`src/rtl/alu_pkg.sv`:
```
// Shared definitions for the ALU issue stage.
//   - 4-bit ALU operation codes presented to the ALU (OP_INVALID makes the ALU yield 0)
//   - 3-bit main-control ALUOp type codes
//   - R-type funct field constants
//   - decode_alu_op(): ALUOp type + funct -> ALU operation code
package alu_pkg;

    localparam logic [3:0] ALU_AND    = 4'b0000;
    localparam logic [3:0] ALU_OR     = 4'b0001;
    localparam logic [3:0] ALU_NOR    = 4'b0010;
    localparam logic [3:0] ALU_ADD    = 4'b0011;
    localparam logic [3:0] ALU_SUB    = 4'b0100;
    localparam logic [3:0] ALU_LUI    = 4'b0101;
    localparam logic [3:0] ALU_SLL    = 4'b0110;
    localparam logic [3:0] ALU_SRL    = 4'b0111;
    localparam logic [3:0] OP_INVALID = 4'hF;

    localparam logic [2:0] ALUOP_ADD   = 3'b000;
    localparam logic [2:0] ALUOP_SUB   = 3'b001;
    localparam logic [2:0] ALUOP_RTYPE = 3'b010;
    localparam logic [2:0] ALUOP_OR    = 3'b011;
    localparam logic [2:0] ALUOP_AND   = 3'b100;
    localparam logic [2:0] ALUOP_LUI   = 3'b101;

    localparam logic [5:0] FUNCT_SLL  = 6'h00;
    localparam logic [5:0] FUNCT_SRL  = 6'h02;
    localparam logic [5:0] FUNCT_ADD  = 6'h20;
    localparam logic [5:0] FUNCT_ADDU = 6'h21;
    localparam logic [5:0] FUNCT_SUB  = 6'h22;
    localparam logic [5:0] FUNCT_SUBU = 6'h23;
    localparam logic [5:0] FUNCT_AND  = 6'h24;
    localparam logic [5:0] FUNCT_OR   = 6'h25;
    localparam logic [5:0] FUNCT_NOR  = 6'h27;

    function automatic logic [3:0] decode_alu_op(input logic [2:0] op_type,
                                                 input logic [5:0] funct);
        logic [3:0] op;
        op = OP_INVALID;
        case (op_type)
            ALUOP_ADD: op = ALU_ADD;
            ALUOP_SUB: op = ALU_SUB;
            ALUOP_OR:  op = ALU_OR;
            ALUOP_AND: op = ALU_AND;
            ALUOP_LUI: op = ALU_LUI;
            ALUOP_RTYPE: begin
                case (funct)
                    FUNCT_ADD, FUNCT_ADDU: op = ALU_ADD;
                    FUNCT_SUB, FUNCT_SUBU: op = ALU_SUB;
                    FUNCT_AND:             op = ALU_AND;
                    FUNCT_OR:              op = ALU_OR;
                    FUNCT_NOR:             op = ALU_NOR;
                    FUNCT_SLL:             op = ALU_SLL;
                    FUNCT_SRL:             op = ALU_SRL;
                    default:               op = OP_INVALID;
                endcase
            end
            default: op = OP_INVALID;
        endcase
        return op;
    endfunction

endpackage

```
`src/rtl/alu_issue_skid.sv`:
```
// Generic 2-entry valid/ready skid buffer with registered in_ready.
// Ports:
//   clk, reset (sync, active-high), flush (sync clear of both entries)
//   in_valid/in_ready/in_data   : upstream handshake and payload
//   out_valid/out_ready/out_data: downstream handshake and payload (main entry)
// Parameters: PAYLOAD_W payload width, RESET_VAL payload value after reset/flush.
//
// state    | meaning
// ---------+-------------------------------------------------
// ST_EMPTY | no entry held, out_valid=0
// ST_ONE   | main entry presented, skid empty
// ST_FULL  | main entry presented, skid holds next entry, in_ready=0
module alu_issue_skid
    import alu_pkg::*;
#(
    parameter int unsigned             PAYLOAD_W = 8,
    parameter logic [PAYLOAD_W-1:0]    RESET_VAL = '0
) (
    input  logic                 clk,
    input  logic                 reset,
    input  logic                 flush,
    input  logic                 in_valid,
    output logic                 in_ready,
    input  logic [PAYLOAD_W-1:0] in_data,
    output logic                 out_valid,
    input  logic                 out_ready,
    output logic [PAYLOAD_W-1:0] out_data
);

    typedef enum logic [1:0] {
        ST_EMPTY = 2'd0,
        ST_ONE   = 2'd1,
        ST_FULL  = 2'd2
    } state_t;

    state_t                 state_q, state_d;
    logic [PAYLOAD_W-1:0]   main_q, main_d;
    logic [PAYLOAD_W-1:0]   skid_q, skid_d;
    logic                   in_ready_q, in_ready_d;
    logic                   accept;
    logic                   retire;

    always_comb begin
        state_d  = state_q;
        main_d   = main_q;
        skid_d   = skid_q;
        accept   = in_valid && in_ready_q;
        retire   = (state_q != ST_EMPTY) && out_ready;

        case (state_q)
            ST_EMPTY: begin
                if (accept) begin
                    main_d  = in_data;
                    state_d = ST_ONE;
                end
            end
            ST_ONE: begin
                if (accept && retire) begin
                    main_d = in_data;
                end else if (accept) begin
                    skid_d  = in_data;
                    state_d = ST_FULL;
                end else if (retire) begin
                    state_d = ST_EMPTY;
                end
            end
            ST_FULL: begin
                // in_ready is low here, so only a retire can happen
                if (retire) begin
                    main_d  = skid_q;
                    state_d = ST_ONE;
                end
            end
            default: state_d = ST_EMPTY;
        endcase

        if (flush) begin
            state_d = ST_EMPTY;
            main_d  = RESET_VAL;
            skid_d  = RESET_VAL;
        end

        // Registered ready: derived from next state, so out_ready never
        // reaches in_ready combinationally.
        in_ready_d = (state_d != ST_FULL);
    end

    always_ff @(posedge clk) begin
        if (reset) begin
            state_q    <= ST_EMPTY;
            main_q     <= RESET_VAL;
            skid_q     <= RESET_VAL;
            in_ready_q <= 1'b1;
        end else begin
            state_q    <= state_d;
            main_q     <= main_d;
            skid_q     <= skid_d;
            in_ready_q <= in_ready_d;
        end
    end

    assign in_ready  = in_ready_q;
    assign out_valid = (state_q != ST_EMPTY);
    assign out_data  = main_q;

endmodule

```
`src/rtl/alu_op_issue.sv`:
```
// ALU issue stage: decodes ALUOp type + R-type funct into the 4-bit ALU
// operation and queues it with operands A/B and shamt in a 2-entry skid
// buffer between ID decode and the EX pipeline register.
// Ports:
//   clk, reset (sync, active-high), flush (sync clear of buffered entries)
//   in_valid/in_ready, alu_op_type, funct, shamt_in, a_in, b_in : decode side
//   out_valid/out_ready, alu_operation, a_out, b_out, shamt_out : ALU side
// Optional feature macro ALU_ISSUE_ILLEGAL_EN adds:
//   illegal_op   : travels with each entry, 1 when decode produced OP_INVALID
//   illegal_seen : sticky, set on accept of an illegal entry, cleared only by reset
module alu_op_issue
    import alu_pkg::*;
#(
    parameter int unsigned DATA_W  = 32,
    parameter int unsigned SHAMT_W = 5
) (
    input  logic               clk,
    input  logic               reset,
    input  logic               flush,
    input  logic               in_valid,
    output logic               in_ready,
    input  logic [2:0]         alu_op_type,
    input  logic [5:0]         funct,
    input  logic [SHAMT_W-1:0] shamt_in,
    input  logic [DATA_W-1:0]  a_in,
    input  logic [DATA_W-1:0]  b_in,
    output logic               out_valid,
    input  logic               out_ready,
    output logic [3:0]         alu_operation,
    output logic [DATA_W-1:0]  a_out,
    output logic [DATA_W-1:0]  b_out,
    output logic [SHAMT_W-1:0] shamt_out
`ifdef ALU_ISSUE_ILLEGAL_EN
    ,
    output logic               illegal_op,
    output logic               illegal_seen
`endif
);

`ifdef ALU_ISSUE_ILLEGAL_EN
    localparam int unsigned ILL_W = 1;
`else
    localparam int unsigned ILL_W = 0;
`endif
    localparam int unsigned PAYLOAD_W = 4 + 2 * DATA_W + SHAMT_W + ILL_W;
    // Operation code sits in the top bits so the reset value is simply F followed by zeros.
    localparam logic [PAYLOAD_W-1:0] RESET_VAL = {OP_INVALID, {(PAYLOAD_W-4){1'b0}}};

    logic [3:0]           dec_op;
    logic [PAYLOAD_W-1:0] in_data;
    logic [PAYLOAD_W-1:0] out_data;

    always_comb begin
        dec_op = decode_alu_op(alu_op_type, funct);
`ifdef ALU_ISSUE_ILLEGAL_EN
        in_data = {dec_op, a_in, b_in, shamt_in, (dec_op == OP_INVALID)};
`else
        in_data = {dec_op, a_in, b_in, shamt_in};
`endif
    end

    alu_issue_skid #(
        .PAYLOAD_W (PAYLOAD_W),
        .RESET_VAL (RESET_VAL)
    ) u_skid (
        .clk       (clk),
        .reset     (reset),
        .flush     (flush),
        .in_valid  (in_valid),
        .in_ready  (in_ready),
        .in_data   (in_data),
        .out_valid (out_valid),
        .out_ready (out_ready),
        .out_data  (out_data)
    );

`ifdef ALU_ISSUE_ILLEGAL_EN
    assign {alu_operation, a_out, b_out, shamt_out, illegal_op} = out_data;

    logic illegal_seen_q, illegal_seen_d;

    // A flush cycle never accepts, so it cannot set the sticky flag; flush
    // does not clear it either.
    always_comb begin
        illegal_seen_d = illegal_seen_q
                       | (in_valid & in_ready & ~flush & (dec_op == OP_INVALID));
    end

    always_ff @(posedge clk) begin
        if (reset) begin
            illegal_seen_q <= 1'b0;
        end else begin
            illegal_seen_q <= illegal_seen_d;
        end
    end

    assign illegal_seen = illegal_seen_q;
`else
    assign {alu_operation, a_out, b_out, shamt_out} = out_data;
`endif

endmodule

```
`config.mk`:
```
export PLATFORM = sky130hd
export DESIGN_NAME = alu_op_issue
export DESIGN_NICKNAME = d
export VERILOG_FILES = /design/src/rtl/alu_pkg.sv /design/src/rtl/alu_issue_skid.sv /design/src/rtl/alu_op_issue.sv
export SDC_FILE = /design/constraint.sdc
export NUM_CORES = 1
export LEC_CHECK = 0
export ABC_AREA = 1
export CAP_MARGIN = 20
export CORE_MARGIN = 2
export CORE_UTILIZATION = 52
export DETAILED_ROUTE_END_ITERATION = 10
export PLACE_DENSITY = 0.85
export SLEW_MARGIN = 10
export SYNTH_ARGS = -nofsm -noshare
export SYNTH_HDL_FRONTEND = slang
export SYNTH_SLANG_ARGS = --single-unit
```
`constraint.sdc`:
```
create_clock -name clk -period 4.1 [get_ports clk]
set_clock_uncertainty 0.1 [all_clocks]
set_input_delay 0.41 -clock clk [delete_from_list [all_inputs] [get_ports clk]]
set_output_delay 0.41 -clock clk [all_outputs]
set_load 0.02 [all_outputs]
```
# --- After elaboration in Yosys (flattened, before gate mapping) ---
# Index checks and enable logic that the tools add are counted.
word_totals:
  register_bits: 149
  input_bits: 83
  out_inout_bits: 75
  wordCells: 50
op_classes:
  n_eq_ne: 19
  n_mux: 13
  bitwise: 1
  n_reduce_logical: 13
ops:
  columns: ["op", "count"]
  rows:
  - ["two-way mux 73 bit", 3]
  - ["one-hot mux 73 bit (3 select lines)", 1]
  - ["equality test 6 bit (second input constant)", 7]
  - ["one-hot mux 4 bit (7 select lines)", 1]
  - ["one-hot mux 4 bit (6 select lines)", 1]
  - ["two-way mux 2 bit", 6]
  - ["equality test 3 x 2 -> 1 bit (second input constant)", 2]
  - ["equality test 3 bit (second input constant)", 2]
  - ["equality test 6 x 2 -> 1 bit (second input constant)", 1]
  - ["zero test 6 bit", 1]
  - ["inequality test 2 x 1 -> 1 bit (second input constant)", 3]
  - ["one-hot mux 2 bit (3 select lines)", 1]
  - ["OR reduction 2 bit", 3]
  - ["AND reduction 4 bit", 1]
  - ["equality test 3 x 1 -> 1 bit (second input constant)", 1]
  - ["logical AND 1 bit", 3]
  - ["zero test 3 bit", 1]
  - ["AND reduction 3 bit", 1]
  - ["nonzero test 3 bit", 1]
  - ["equality test 2 x 1 -> 1 bit (second input constant)", 1]
  - ["equality test 2 bit (second input constant)", 1]
  - ["zero test 2 bit", 1]
  - ["inequality test 2 bit (second input constant)", 1]
  - ["nonzero test 2 bit", 1]
  - ["NOT 1 bit", 1]

# --- Longest topological paths before layout ---
depth:
  word_depth: 8
  depth_mapped: 10
  ltp_nobuf: 9

# --- Modules after synthesis ---
# From an unflattened synthesis, not the netlist that was laid out.
unflattened:
  cells_unflattened: 1148
  hier_area_um2: 6939.2
by_module_without_submodules:
  columns: ["module", "instances", "cells_each", "area_per_inst_um2", "seq_area_each_um2"]
  rows:
  - ["alu_issue_skid", 1, 1102, 6718.9, 2982.9]
  - ["alu_op_issue", 1, 46, 220.2, 0.0]

# --- Worst setup path after synthesis ---
# Ideal clock, no wire load.
synth_path:
  path_kind: "reg-to-reg"
  start: "register u_skid.in_ready_q (netlist: u_skid.in_ready)"
  end: "register u_skid.skid_q[71]"
  setup_time_ns: 0.115
  t_arrival_ns: 1.400
  required_time_ns: 3.885
  path_slack_ns: 2.485
  stages_incl_launch_ff: 9
  n_path_buf: 1
  synth_period_minus_slack_ns: 1.615
  path_cell_list: "dfxtp_1 nand2_1 nor2_1 nand2_1 nor2_1 inv_2 clkbuf_1 a21oi_1 nand2_1"
synth_between:
  elab_chain_len: 4
synth_lines:
  columns: ["item", "line_no", "text"]
  rows:
  - ["from (decl)", "alu_issue_skid.sv:39", "logic in_ready_q, in_ready_d;"]
  - ["from (signal assigned)", "alu_issue_skid.sv:98", "in_ready_q <= in_ready_d;"]
  - ["logical AND 1 bit *", "alu_issue_skid.sv:47", "accept = in_valid && in_ready_q;"]
  - ["logical AND 1 bit", "alu_issue_skid.sv:58", "if (accept && retire) begin"]
  - ["NOT 1 bit (no source line)", null, null]
  - ["AND reduction 3 bit (no source line) *", null, null]
  - ["to (signal assigned)", "alu_issue_skid.sv:97", "skid_q <= skid_d;"]
  - ["to (decl)", "alu_issue_skid.sv:38", "logic [PAYLOAD_W-1:0] skid_q, skid_d;"]
# Every way passes the cells marked *; elsewhere a longest branch is shown, timed or not.
# A chain may end at the register's enable or synchronous reset.

# --- Worst setup path after layout ---
layout_path:
  start: "register u_skid.state_q[1]"
  end: "register u_skid.in_ready_q (netlist: u_skid.in_ready)"
layout_between:
  elab_chain_len: 8
  word_cells_on_any_way: 14
  classes_between: "eq/ne: 3; mux: 7; reduce/logical: 4"
layout_lines:
  columns: ["item", "line_no", "text"]
  rows:
  - ["from (decl)", "alu_issue_skid.sv:36", "state_t state_q, state_d;"]
  - ["from (signal assigned)", "alu_issue_skid.sv:95", "state_q <= state_d;"]
  - ["nonzero test 2 bit", "alu_issue_skid.sv:48", "retire = (state_q != ST_EMPTY) && out_ready;"]
  - ["logical AND 1 bit", "alu_issue_skid.sv:48", null]
  - ["two-way mux 2 bit", "alu_issue_skid.sv:63", "end else if (retire) begin"]
  - ["two-way mux 2 bit", "alu_issue_skid.sv:60", "end else if (accept) begin"]
  - ["two-way mux 2 bit", "alu_issue_skid.sv:58", null]
  - ["one-hot mux 2 bit (3 select lines) *", "alu_issue_skid.sv:50", "case (state_q)"]
  - ["two-way mux 2 bit *", "alu_issue_skid.sv:77", "if (flush) begin"]
  - ["inequality test 2 bit *", "alu_issue_skid.sv:85", "in_ready_d = (state_d != ST_FULL);"]
# Marks and branches as above.

==> flow_metrics.env <==
export IMPL_status="finished clean"
export IMPL_synth_seq_cells=149
export IMPL_yosysTopAreaCell="dfxtp_1"
export IMPL_dp_cells=1052
export IMPL_root_buffer="clkbuf_16"
export IMPL_syn_inst=808
export IMPL_drive_gt1_share_pct=4.77
export IMPL_nets=1014
export IMPL_start_util_pct=54.0
export IMPL_p_per_area_mw_per_mm2=432
export IMPL_design_core_area_mm2=0.0109
export IMPL_clkPwrFrac_pct=46.4
export IMPL_ys_types=21
export IMPL_postCtsHoldBufs=0
export IMPL_sequentialPowerShare_pct=43.3
export IMPL_fin_crit_sh_pct=65.1
export IMPL_max_freq_mhz=375
export IMPL_vias_per_cell=5.25
export IMPL_hp_class="flop to flop"
export IMPL_fp_dieH_um=111
export IMPL_gp_congestion=0.851
export IMPL_vias=5687
export IMPL_p_comb_share_pct=10.4
export IMPL_wire_per_inst_um=13.7
export IMPL_cts_sinks=149
export IMPL_relSlewSlack_pct=42.3
export IMPL_fin_cells=1084
export IMPL_drt_total_wl_um=14900
export IMPL_cts_made_buffers=17
export IMPL_cp_arrival_ps=2880
export IMPL_synthesis_nets=891
export IMPL_crit_path_cell_trace="inv_1 -> nor2_4 -> buf_4 -> inv_2 -> buf_4 -> nand2_1 -> nand2_1 -> nor2_1 -> inv_1"
export IMPL_criticalPathCategory="flop to flop"
export IMPL_place_hpwl_um=8750
export IMPL_drv_slew=0
export IMPL_fill_cells=882
export IMPL_ant_nets=0
export IMPL_clkLatencyLatePin_ps=410
export IMPL_die_area_mm2=0.0122
export IMPL_netlist_area_leader_share_pct=50.5
export IMPL_rsz0062_at_grt="no"
export IMPL_die_w_um=111
export IMPL_postCtsSetupRepairBufs=0
export IMPL_syn_to_final_growth_pct=37.0
export IMPL_grt_pass1_vias=5301
export IMPL_p_leak_uw=0.00328
export IMPL_drv_cap=0
export IMPL_tns_ps=0
export IMPL_yosysWarningCount=0
export IMPL_drt_iter0_drc=453
export IMPL_switching_share_pct=23.2
export IMPL_synthFlopType="dfxtp_1"
export IMPL_grt_start_max_net_pins=86
export IMPL_grt_pass1_wl_um=24800
export IMPL_drt_pass1_iterations=5
export IMPL_ios=158
export IMPL_synth_area_mm2=0.00590
export IMPL_yosysSeqAreaShare_pct=50.5
export IMPL_cp_end_kind="flop"
export IMPL_ir_drop_uv=353
export IMPL_antenna_found_initial=0
export IMPL_power_switching_uw=813
export IMPL_worst_slew_pin_slew_ps=865
export IMPL_cts_tree="done"
export IMPL_cp_max_fo=72
export IMPL_cts_resized=0
export IMPL_start_kind="flop"
export IMPL_fp_row_count=38
export IMPL_clockBufferDepth=2
export IMPL_antennaDiodeCount=0
export IMPL_cts_htree_levels=4
export IMPL_synth_area_leaders="dfxtp_1, nand2_1, nor2_1"
export IMPL_clk_pin_slew_ps=60
export IMPL_synth_edf_count=0
export IMPL_crit_slowest_cell="buf_4"
export IMPL_intPower_uw=2680
export IMPL_syn_area_per_cell_um2=7.30
export IMPL_port_buffers=157
export IMPL_setup_viol_count_final=0
export IMPL_drc=0
export IMPL_period_needed_ps=2670
export IMPL_overflow=0
export IMPL_critical_path_max_stage_delay_ps=650
export IMPL_async_reset_ff_share_pct=0
export IMPL_hold_violations=0
export IMPL_worstPathRequired_ps=4310
export IMPL_grt_usage_pct=24.2
worst paths after layout:
check	startpoint	end	slack, ps	cells past startpoint
max	u_skid.state_q[1]$_SDFF_PP0_	u_skid.in_ready$_SDFF_PP1_	1430	9
min	u_skid.skid_q[72]$_SDFFE_PP1P_	u_skid.skid_q[72]$_SDFFE_PP1P_	370	2
max reg2reg	u_skid.state_q[1]$_SDFF_PP0_	u_skid.in_ready$_SDFF_PP1_	1430	9
min reg2reg	u_skid.skid_q[72]$_SDFFE_PP1P_	u_skid.skid_q[72]$_SDFFE_PP1P_	370	2
synth_stat cells (2+ instances only):
library cell and number:
o21ai_1 51, nand2_1 173, nor2_1 170, nand4_1 2
nand3_1 12, buf_4 2, inv_2 3, buf_2 18
clkbuf_1 39, inv_1 14, a21oi_1 9, dfxtp_1 149
o21ai_0 90, a31oi_1 69
flip-flops by register name (all words and copies together), names as in the netlist:
name,cells
u_skid.out_data,73
u_skid.in_ready,1
u_skid.skid_q,73
u_skid.state_q,2
kinds of logic (layout without fill, tap and decap cells):
family                 Yosys count  after routing  share of synthesized area (%)
DFF                            149            149                           50.5
buffers and inverters           78            214                           5.60
and+or+nand+nor                360            360                           23.4
AOI/OAI and AO/OA              221            221                           20.4
power by group through the flow:
stage | Sequential [uW] | Combinational (uW) | Clock (uW)
2_1_floorplan | 1580 | 135 | 0
3_3_place_gp | 1540 | 356 | 0
3_5_place_dp | 1540 | 361 | 0
4_1_cts | 1510 | 364 | 1640
5_1_grt | 1520 | 394 | 1700
6_report | 1510 | 363 | 1620
worst max-delay path, delay by kind of cell, from the launching register on:
family,cells,cell delay (ps)
simple gates,4,430
flops,1,340
buf+inv,5,1670
cell type report:
cell class,instances,area [um^2],area share [%]
clock inverter,12,179,2.21
timing repair buffer,165,1640,20.3
clock buffer,20,437,5.40
inverter,17,65.1,0.805
sequential,149,2980,36.9
multi-input combinational,581,2600,32.2
tap,140,175,2.17
layout by cell type, fill, tap and decap left out:
master,n
nand2_1,173
and2_1,1
a211oi_1,1
clkinv_2,3
nand3_1,12
o21ai_4,1
clkbuf_16,17
inv_6,1
dfxtp_1,149
inv_2,3
a21oi_1,9
inv_1,13
clkinv_4,2
o21ai_1,51
a31oi_1,69
clkdlybuf4s50_1,157
bufinv_16,4
clkinvlp_4,3
buf_12,1
nor2_1,168
nor3_1,1
nand4_1,2
buf_4,7
o21ai_0,90
nor2_4,3
clkbuf_1,3
stage by stage:
stage | utilization [%] | instance area, um^2 | hold WS [ps] | total power [uW] | worst slack [ps]
after global routing | 73.9 | 8090 | 391 | 3610 | 1150
after floorplan | - | 5900 | 341 | 1720 | 2480
after CTS | 73.9 | 8090 | 371 | 3510 | 1430
after global placement | 68.3 | 7470 | 352 | 1900 | 1210
final | 73.9 | 8090 | 371 | 3500 | 1430
after detailed placement | 68.3 | 7470 | 355 | 1900 | 1120
layer usage:
layer	GRT usage, %	part of all wire [%]	vias up
met5	0	0	-
met3	5.32	6.3	20
met2	40.3	47	183
met1	30.7	45	2551
met4	9.33	1.8	0
li1	-	-	2933
Power figures use the tool's default switching activity.
